### config.mk
export PLATFORM = sky130hd
export DESIGN_NAME = simframe_check_flat
export DESIGN_NICKNAME = d
export VERILOG_FILES = /design/src/rtl/simframe_check_if.sv /design/src/rtl/simframe_check.sv /design/src/flat_wrapper.sv
export SDC_FILE = /design/constraint.sdc
export NUM_CORES = 1
export LEC_CHECK = 0
export BUFFER_PORTS_ARGS = -buffer_cell sky130_fd_sc_hd__buf_2
export CAP_MARGIN = 25
export CORE_AREA = 3 3 277 279
export DETAILED_ROUTE_END_ITERATION = 12
export DIE_AREA = 0 0 280 282
export MAX_ROUTING_LAYER = met4
export PLACE_DENSITY = 0.49
export SLEW_MARGIN = 0
export SYNTH_ARGS = -nofsm -noshare
export SYNTH_HDL_FRONTEND = slang
export SYNTH_SLANG_ARGS = --single-unit
### constraint.sdc
create_clock -name clk -period 4.42 [get_ports clk]
set_input_delay 0.884 -clock clk [delete_from_list [all_inputs] [get_ports clk]]
set_output_delay 0.884 -clock clk [all_outputs]
set_load 0.005 [all_outputs]
### src/rtl/simframe_check_if.sv
// simframe_check_if: AXI-Stream bundle from the frame generator into the checker.
interface simframe_check_if #(
  parameter int DATA_WIDTH = 512
);
  logic [DATA_WIDTH-1:0] tdata;
  logic                  tvalid;
  logic                  tlast;
  logic                  tready;
  modport master (output tdata, tvalid, tlast, input tready);
  modport slave  (input tdata, tvalid, tlast, output tready);
endinterface

### src/rtl/simframe_check.sv
// simframe_check: passive checker of replicated-pattern frames against frame geometry.
// Define SIMFRAME_CHECK_SEQ_EN to also require each frame pattern to be the previous + 1.
module simframe_check #(
  parameter int PATTERN_WIDTH = 32,
  parameter int DATA_WIDTH    = 512
) (
  input  logic                     clk,
  input  logic                     resetn,
  input  logic [15:0]              CYCLES_PER_PKT,
  input  logic [15:0]              PKTS_PER_FRAME,
  input  logic                     clear,
  simframe_check_if.slave          axis_in,
  output logic [31:0]              frame_count,
  output logic [31:0]              data_err_count,
  output logic [31:0]              tlast_err_count,
  output logic [31:0]              seq_err_count,
  output logic [PATTERN_WIDTH-1:0] frame_pattern,
  output logic                     frame_done,
  output logic                     frame_ok
);
  localparam int LANES = DATA_WIDTH / PATTERN_WIDTH;
  typedef enum logic {IDLE, FRAME} state_t;
  state_t                   state, state_d;
  logic [PATTERN_WIDTH-1:0] pattern_q, pattern_c;
  logic [15:0]              cyc_q, pkt_q, cyc_lim_q, pkt_lim_q;
  logic [15:0]              cyc_c, pkt_c, cyc_lim_c, pkt_lim_c;
  logic                     err_q, err_c, start, beat;
  logic                     data_err, tlast_err, seq_err, cyc_wrap, frame_end;
  logic [LANES-1:0]         lane_mis;
  function automatic logic [31:0] sat_inc(input logic [31:0] v);
    return (&v) ? v : v + 32'd1;
  endfunction
  assign axis_in.tready = resetn;
  // a beat coinciding with clear is dropped entirely
  assign beat = axis_in.tvalid & resetn & ~clear;
  for (genvar g = 0; g < LANES; g++) begin : g_lane
    assign lane_mis[g] = axis_in.tdata[g*PATTERN_WIDTH +: PATTERN_WIDTH] != pattern_c;
  end
  // in IDLE the current beat is checked against freshly captured frame parameters
  always_comb begin
    start     = state == IDLE;
    pattern_c = start ? axis_in.tdata[PATTERN_WIDTH-1:0] : pattern_q;
    cyc_lim_c = start ? ((CYCLES_PER_PKT == 16'd0) ? 16'd0 : CYCLES_PER_PKT - 16'd1) : cyc_lim_q;
    pkt_lim_c = start ? ((PKTS_PER_FRAME == 16'd0) ? 16'd0 : PKTS_PER_FRAME - 16'd1) : pkt_lim_q;
    cyc_c     = start ? 16'd0 : cyc_q;
    pkt_c     = start ? 16'd0 : pkt_q;
    cyc_wrap  = cyc_c == cyc_lim_c;
    data_err  = |lane_mis;
    tlast_err = axis_in.tlast != cyc_wrap;
    err_c     = (~start & err_q) | data_err | tlast_err | seq_err;
    frame_end = beat & cyc_wrap & (pkt_c == pkt_lim_c);
    state_d   = frame_end ? IDLE : beat ? FRAME : state;
  end
  always_ff @(posedge clk) begin
    if (!resetn || clear) state <= IDLE;
    else                  state <= state_d;
  end
  always_ff @(posedge clk) begin
    if (!resetn || clear) begin
      pattern_q       <= '0;
      cyc_q           <= '0;
      pkt_q           <= '0;
      cyc_lim_q       <= '0;
      pkt_lim_q       <= '0;
      err_q           <= 1'b0;
      frame_count     <= '0;
      data_err_count  <= '0;
      tlast_err_count <= '0;
      frame_pattern   <= '0;
      frame_done      <= 1'b0;
      frame_ok        <= 1'b0;
    end else begin
      frame_done <= frame_end;
      if (beat) begin
        pattern_q <= pattern_c;
        cyc_lim_q <= cyc_lim_c;
        pkt_lim_q <= pkt_lim_c;
        err_q     <= err_c;
        cyc_q     <= cyc_wrap ? 16'd0 : cyc_c + 16'd1;
        pkt_q     <= cyc_wrap ? pkt_c + 16'd1 : pkt_c;
        if (data_err)  data_err_count  <= sat_inc(data_err_count);
        if (tlast_err) tlast_err_count <= sat_inc(tlast_err_count);
      end
      if (frame_end) begin
        frame_count   <= sat_inc(frame_count);
        frame_pattern <= pattern_c;
        frame_ok      <= ~err_c;
      end
    end
  end
`ifdef SIMFRAME_CHECK_SEQ_EN
  logic [PATTERN_WIDTH-1:0] prev_q;
  logic                     have_prev_q;
  assign seq_err = start & have_prev_q &
                   (axis_in.tdata[PATTERN_WIDTH-1:0] != prev_q + PATTERN_WIDTH'(1));
  always_ff @(posedge clk) begin
    if (!resetn || clear) begin
      prev_q        <= '0;
      have_prev_q   <= 1'b0;
      seq_err_count <= '0;
    end else if (beat && start) begin
      prev_q      <= axis_in.tdata[PATTERN_WIDTH-1:0];
      have_prev_q <= 1'b1;
      if (seq_err) seq_err_count <= sat_inc(seq_err_count);
    end
  end
`else
  assign seq_err       = 1'b0;
  assign seq_err_count = '0;
`endif
endmodule

### src/flat_wrapper.sv
// flat-port wrapper written by rule: the top's interface ports become plain ports
module simframe_check_flat 
#(
  parameter int PATTERN_WIDTH = 32,
  parameter int DATA_WIDTH    = 512
)
  (clk, resetn, CYCLES_PER_PKT, PKTS_PER_FRAME, clear, frame_count, data_err_count, tlast_err_count, seq_err_count, frame_pattern, frame_done, frame_ok, axis_in_tdata, axis_in_tvalid, axis_in_tlast, axis_in_tready);
  simframe_check_if #(.DATA_WIDTH(DATA_WIDTH)) axis_in_i ();
  input  logic clk;
  input  logic resetn;
  input  logic [15:0] CYCLES_PER_PKT;
  input  logic [15:0] PKTS_PER_FRAME;
  input  logic clear;
  output logic [31:0] frame_count;
  output logic [31:0] data_err_count;
  output logic [31:0] tlast_err_count;
  output logic [31:0] seq_err_count;
  output logic [PATTERN_WIDTH-1:0] frame_pattern;
  output logic frame_done;
  output logic frame_ok;
  input wire logic [$bits(axis_in_i.tdata)-1:0] axis_in_tdata;
  input wire logic [$bits(axis_in_i.tvalid)-1:0] axis_in_tvalid;
  input wire logic [$bits(axis_in_i.tlast)-1:0] axis_in_tlast;
  output wire logic [$bits(axis_in_i.tready)-1:0] axis_in_tready;
  assign axis_in_i.tdata = axis_in_tdata;
  assign axis_in_i.tvalid = axis_in_tvalid;
  assign axis_in_i.tlast = axis_in_tlast;
  assign axis_in_tready = axis_in_i.tready;
  simframe_check #(.PATTERN_WIDTH(PATTERN_WIDTH), .DATA_WIDTH(DATA_WIDTH)) u_core (.clk(clk), .resetn(resetn), .CYCLES_PER_PKT(CYCLES_PER_PKT), .PKTS_PER_FRAME(PKTS_PER_FRAME), .clear(clear), .axis_in(axis_in_i), .frame_count(frame_count), .data_err_count(data_err_count), .tlast_err_count(tlast_err_count), .seq_err_count(seq_err_count), .frame_pattern(frame_pattern), .frame_done(frame_done), .frame_ok(frame_ok));
endmodule
==> out/summary.md <==
The clock network power share was 42.6%; the number of remaining DRC errors was 0. The signal on the critical path passes through mux2i_2 -> nor3b_1 -> o22ai_1 -> or4_1 -> nor4_1 -> nand3_1 -> nor4_4 -> buf_12 -> o311ai_0 -> o41ai_1. The logs give 31 for the number of buffers added by the clock tree synthesis step and 1.06 for the routability congestion estimate from global placement.

The most used flip-flop cell after synthesis is sky130_fd_sc_hd__dfxtp_1. For this run, asynchronously set or reset flops after synthesis account for 0%. For this design, the sink count on the clock tree is 228.

The routed wire length is 108,000 microns, and the DRC marker count from the first detailed-route iteration is 1,491. Summing the sequential cell areas from Yosys gives 26.6% of the chip area. The number of cells on the worst reg-to-reg path is 10. The most common cell after layout, fill and taps aside was sky130_fd_sc_hd__buf_2.

712 I/O pins were placed. For the relative contribution of combinational cells to total power, the log shows 22.8%. STA classifies the critical path startpoint as a flip-flop. Counting the fill cells in the layout gives 8,180.

The post-route clock period utilization was 97.5%. The worst setup path is captured at a flip-flop. In the global route stage, overall resource usage came out at 26.7%. Hold violation count in the final report: 0. By area, the combinational part of the netlist is dominated by simple AND/OR/NAND/NOR gates.

Once the clock tree was built, the setup fixing pass inserted 0 buffers. Clock latency on the worst-skew pair, taken at its later pin, is 0.58 ns. The area growth from synthesis to layout is 36.4%.

In this run switching power makes up 31.2% of total power. The run gives 1 as the maximum level of the CTS H-tree. The logs give 0 for the setup-violating endpoint count in the final report and 0.00191 W for the switching power. Total of flip-flops plus latches after synthesis: 228.

In this run, distinct cell masters in the synthesized netlist total 71. The smallest clock period supported by the final layout is computed as 4.31 ns. The max-cap violation count was 0. Of the total synthesized cell area, the portion taken by XOR and XNOR cells is 15.2%. The final HPWL from detailed placement is 89,300 microns, and the part of the total power dissipated in sequential elements is 34.6%. Yosys mapped a number of flops with a built-in enable equal to 0.

For the total core area, the log shows 74,400 sq um. The path type of the worst setup path was flip-flop to flip-flop. The share of layout cells above drive strength 1 was 29.6%; the synthesized area per cell was 7.50 sq um. For the worst setup path, the data required time is 4.89 ns. The tree is rooted in a sky130_fd_sc_hd__clkbuf_16.

The flow ran to the end, and the final reports show no timing, DRC or antenna violations. The initial standard-cell utilization of the core was 23.1%; the adder and majority gate portion of the synthesized area was 0.583%. Hold is met by 0.456 ns.

The synthesized netlist devotes 15.4% of its cell area to compound gates. Setup slack closes at 0.109 ns. Measured against the total synthesized area, the mux share comes to 4.72%. The largest individual stage delay along the critical path comes from the cell sky130_fd_sc_hd__mux2i_2. For this design the static power due to leakage is 9.45 nW. The initial antenna violation count came out at 53. The internal power summed over all cells was 0.00422 W. The floorplan step set the die height to 282 microns. The maximum operating frequency came out at 0.232 GHz. Entering global routing, the biggest net connects 145 pins. After synthesis the cells add up to 17,200 sq um. The longest clock path from root to sink contains 3 buffers. STA puts the critical path data arrival time at 4.78 ns. Row generation in the floorplan step produced 100 rows. The number of nets at the end of the flow is 3,549, and the routed length per instance is 26.9 microns. The floorplan step set the die width to 280 microns. For the total grt overflow, the log shows 0. Timing analysis after detailed placement gives a worst setup slack of -0.0773 ns. The via-per-instance ratio is 5.05, and the number of nets with antenna violations after detailed routing is 0.

The via count of the first global-routing pass came out at 19,400. Synthesis handed over a netlist of 2,289 instances. The min-delay analysis places its worst path in the category flip-flop to flip-flop. For this run, the number of Yosys warnings is 0.

Setup repair after global routing left no endpoint under its margin. Leaving out fill and tap cells, the most frequent cells in the layout are sky130_fd_sc_hd__buf_2 (678), sky130_fd_sc_hd__nand2_1 (252), sky130_fd_sc_hd__nor2_1 (232). For the pin with the worst max-slew slack, the measured transition is 0.964 ns. Headroom to the max-slew limit came out at 35.8%. In this run the worst path has a maximum fanout of 50.

The largest voltage drop on the vdd net came out at 0.298 mV. For the final-report max-slew violation count, the log shows 0. Summing the areas of all and, or, nand and nor instances in the mapped netlist gives 31.5% of the synthesized area.

After clock tree synthesis, the clock-pin slew on the worst setup and hold paths is 0.06 ns. The run gives 5 as the first-pass iteration count of the detailed router. The delay of the slowest critical-path stage is 0.74 ns, and the wire length of the first global-routing pass is 147,000 microns. The clock arrives with 0.0266 ns of skew.

The tools report the total vias in the final route as 20,300. The floorplan step defined a die boundary enclosing 79,000 sq um. The worst hold path passes through 2 cells. During placement, the flow inserted port buffers numbering 679. TritonCTS built the clock tree. Power spread over the standard cell area amounts to 262 nW/um^2.
[metrics by stage]
step	util (%)	setup TNS, ns	cell area (sq um)	cells	power [W]
2_1_floorplan	-	0	17300	2320	0.00276
5_1_grt	31.4	0	23400	4015	0.00636
3_3_place_gp	29.9	0	22300	3927	0.00354
6_report	31.5	0	23400	4019	0.00613
3_5_place_dp	29.9	-1.50	22300	3927	0.00353
4_1_cts	31.3	0	23300	3982	0.00620
[routing by layer]
layer	routed length (microns)	part of all wire (%)	GRT usage (%)
met1	41300	38	29.1
met3	7300	6.8	5.92
met2	51800	48	44.3
met5	0	0	-
met4	7610	7.1	16.7
[state kept, by name, indices dropped and copies added (netlist names)]
register and count:
u_core.data_err_count 32, u_core.frame_count 32, u_core.frame_pattern 32, u_core.pattern_q 32, u_core.tlast_err_count 32, u_core.cyc_lim_q 16, u_core.cyc_q 16, u_core.pkt_lim_q 16
u_core.pkt_q 16, u_core.err_q 1, u_core.frame_done 1, u_core.frame_ok 1, u_core.state 1
[path summary, 6_finish.rpt]
path                                          startpoint                         to  slack [ns]
worst max-delay path                        u_core.state  u_core.data_err_count[14]        0.11
worst min-delay path            u_core.frame_pattern[20]   u_core.frame_pattern[20]        0.46
worst max register to register              u_core.state  u_core.data_err_count[14]        0.11
worst min register to register  u_core.frame_pattern[20]   u_core.frame_pattern[20]        0.46
[synthesized netlist by cell type, types with 64 or more instances]
master / count / area share (%)
sky130_fd_sc_hd__dfxtp_1: 228 / 27
sky130_fd_sc_hd__a21oi_1: 67 / 2.0
sky130_fd_sc_hd__xor2_1: 145 / 7.4
sky130_fd_sc_hd__nand4_1: 71 / 2.6
sky130_fd_sc_hd__nand3_1: 120 / 3.5
sky130_fd_sc_hd__nand2_1: 252 / 5.5
sky130_fd_sc_hd__xnor2_1: 152 / 7.8
sky130_fd_sc_hd__clkbuf_1: 71 / 1.6
sky130_fd_sc_hd__o21ai_0: 128 / 3.7
sky130_fd_sc_hd__nor2_1: 232 / 5.1
sky130_fd_sc_hd__inv_1: 64 / 1.4
sky130_fd_sc_hd__nor3_1: 73 / 2.1
[critical path, delay by kind of cell, from the launching register on]
family,cells,cell delay [ns]
simple gates,5,2.10
mux,1,0.74
flops,1,0.64
compound gates,3,0.39
buf+inv,1,0.24
[power by group through the flow]
stage | clock [W] | sequential [W] | combinational [W]
final | 0.00261 | 0.00212 | 0.00140
after global routing | 0.00277 | 0.00212 | 0.00147
after CTS | 0.00271 | 0.00212 | 0.00138
after detailed placement | 0 | 0.00216 | 0.00137
after global placement | 0 | 0.00216 | 0.00138
after floorplan | 0 | 0.00214 | 0.000611
[layout make-up]
| cell class | count | area [sq um] | share of cell area, % |
|---|---|---|---|
| Antenna cell | 36 | 90.1 | 0.385 |
| Clock buffer | 43 | 861 | 3.68 |
| Clock inverter | 12 | 171 | 0.732 |
| Inverter | 64 | 240 | 1.03 |
| Multi-Input combinational cell | 1876 | 11900 | 50.7 |
| Sequential cell | 228 | 4570 | 19.5 |
| Tap cell | 969 | 1210 | 5.18 |
| Timing Repair Buffer | 791 | 4400 | 18.8 |
[cells by family after synthesis]
logic type               Yosys count
AO/OA/AOI/OAI                    412
XOR/XNOR                         297
adder cells (fa/ha/maj)            8
buffers and inverters            216
flip-flops                       228
multiplexers                      69
other                              1
AND/OR/NAND/NOR                 1058
[repair_timing]
| action | in CTS | in global routing |
|---|---|---|
| hold buffers | 0 | 0 |
| gates resized for setup | 0 | 2 |
| setup endpoints to repair | 0 | 34 |
Note: power is estimated with default switching activity, not from simulation.
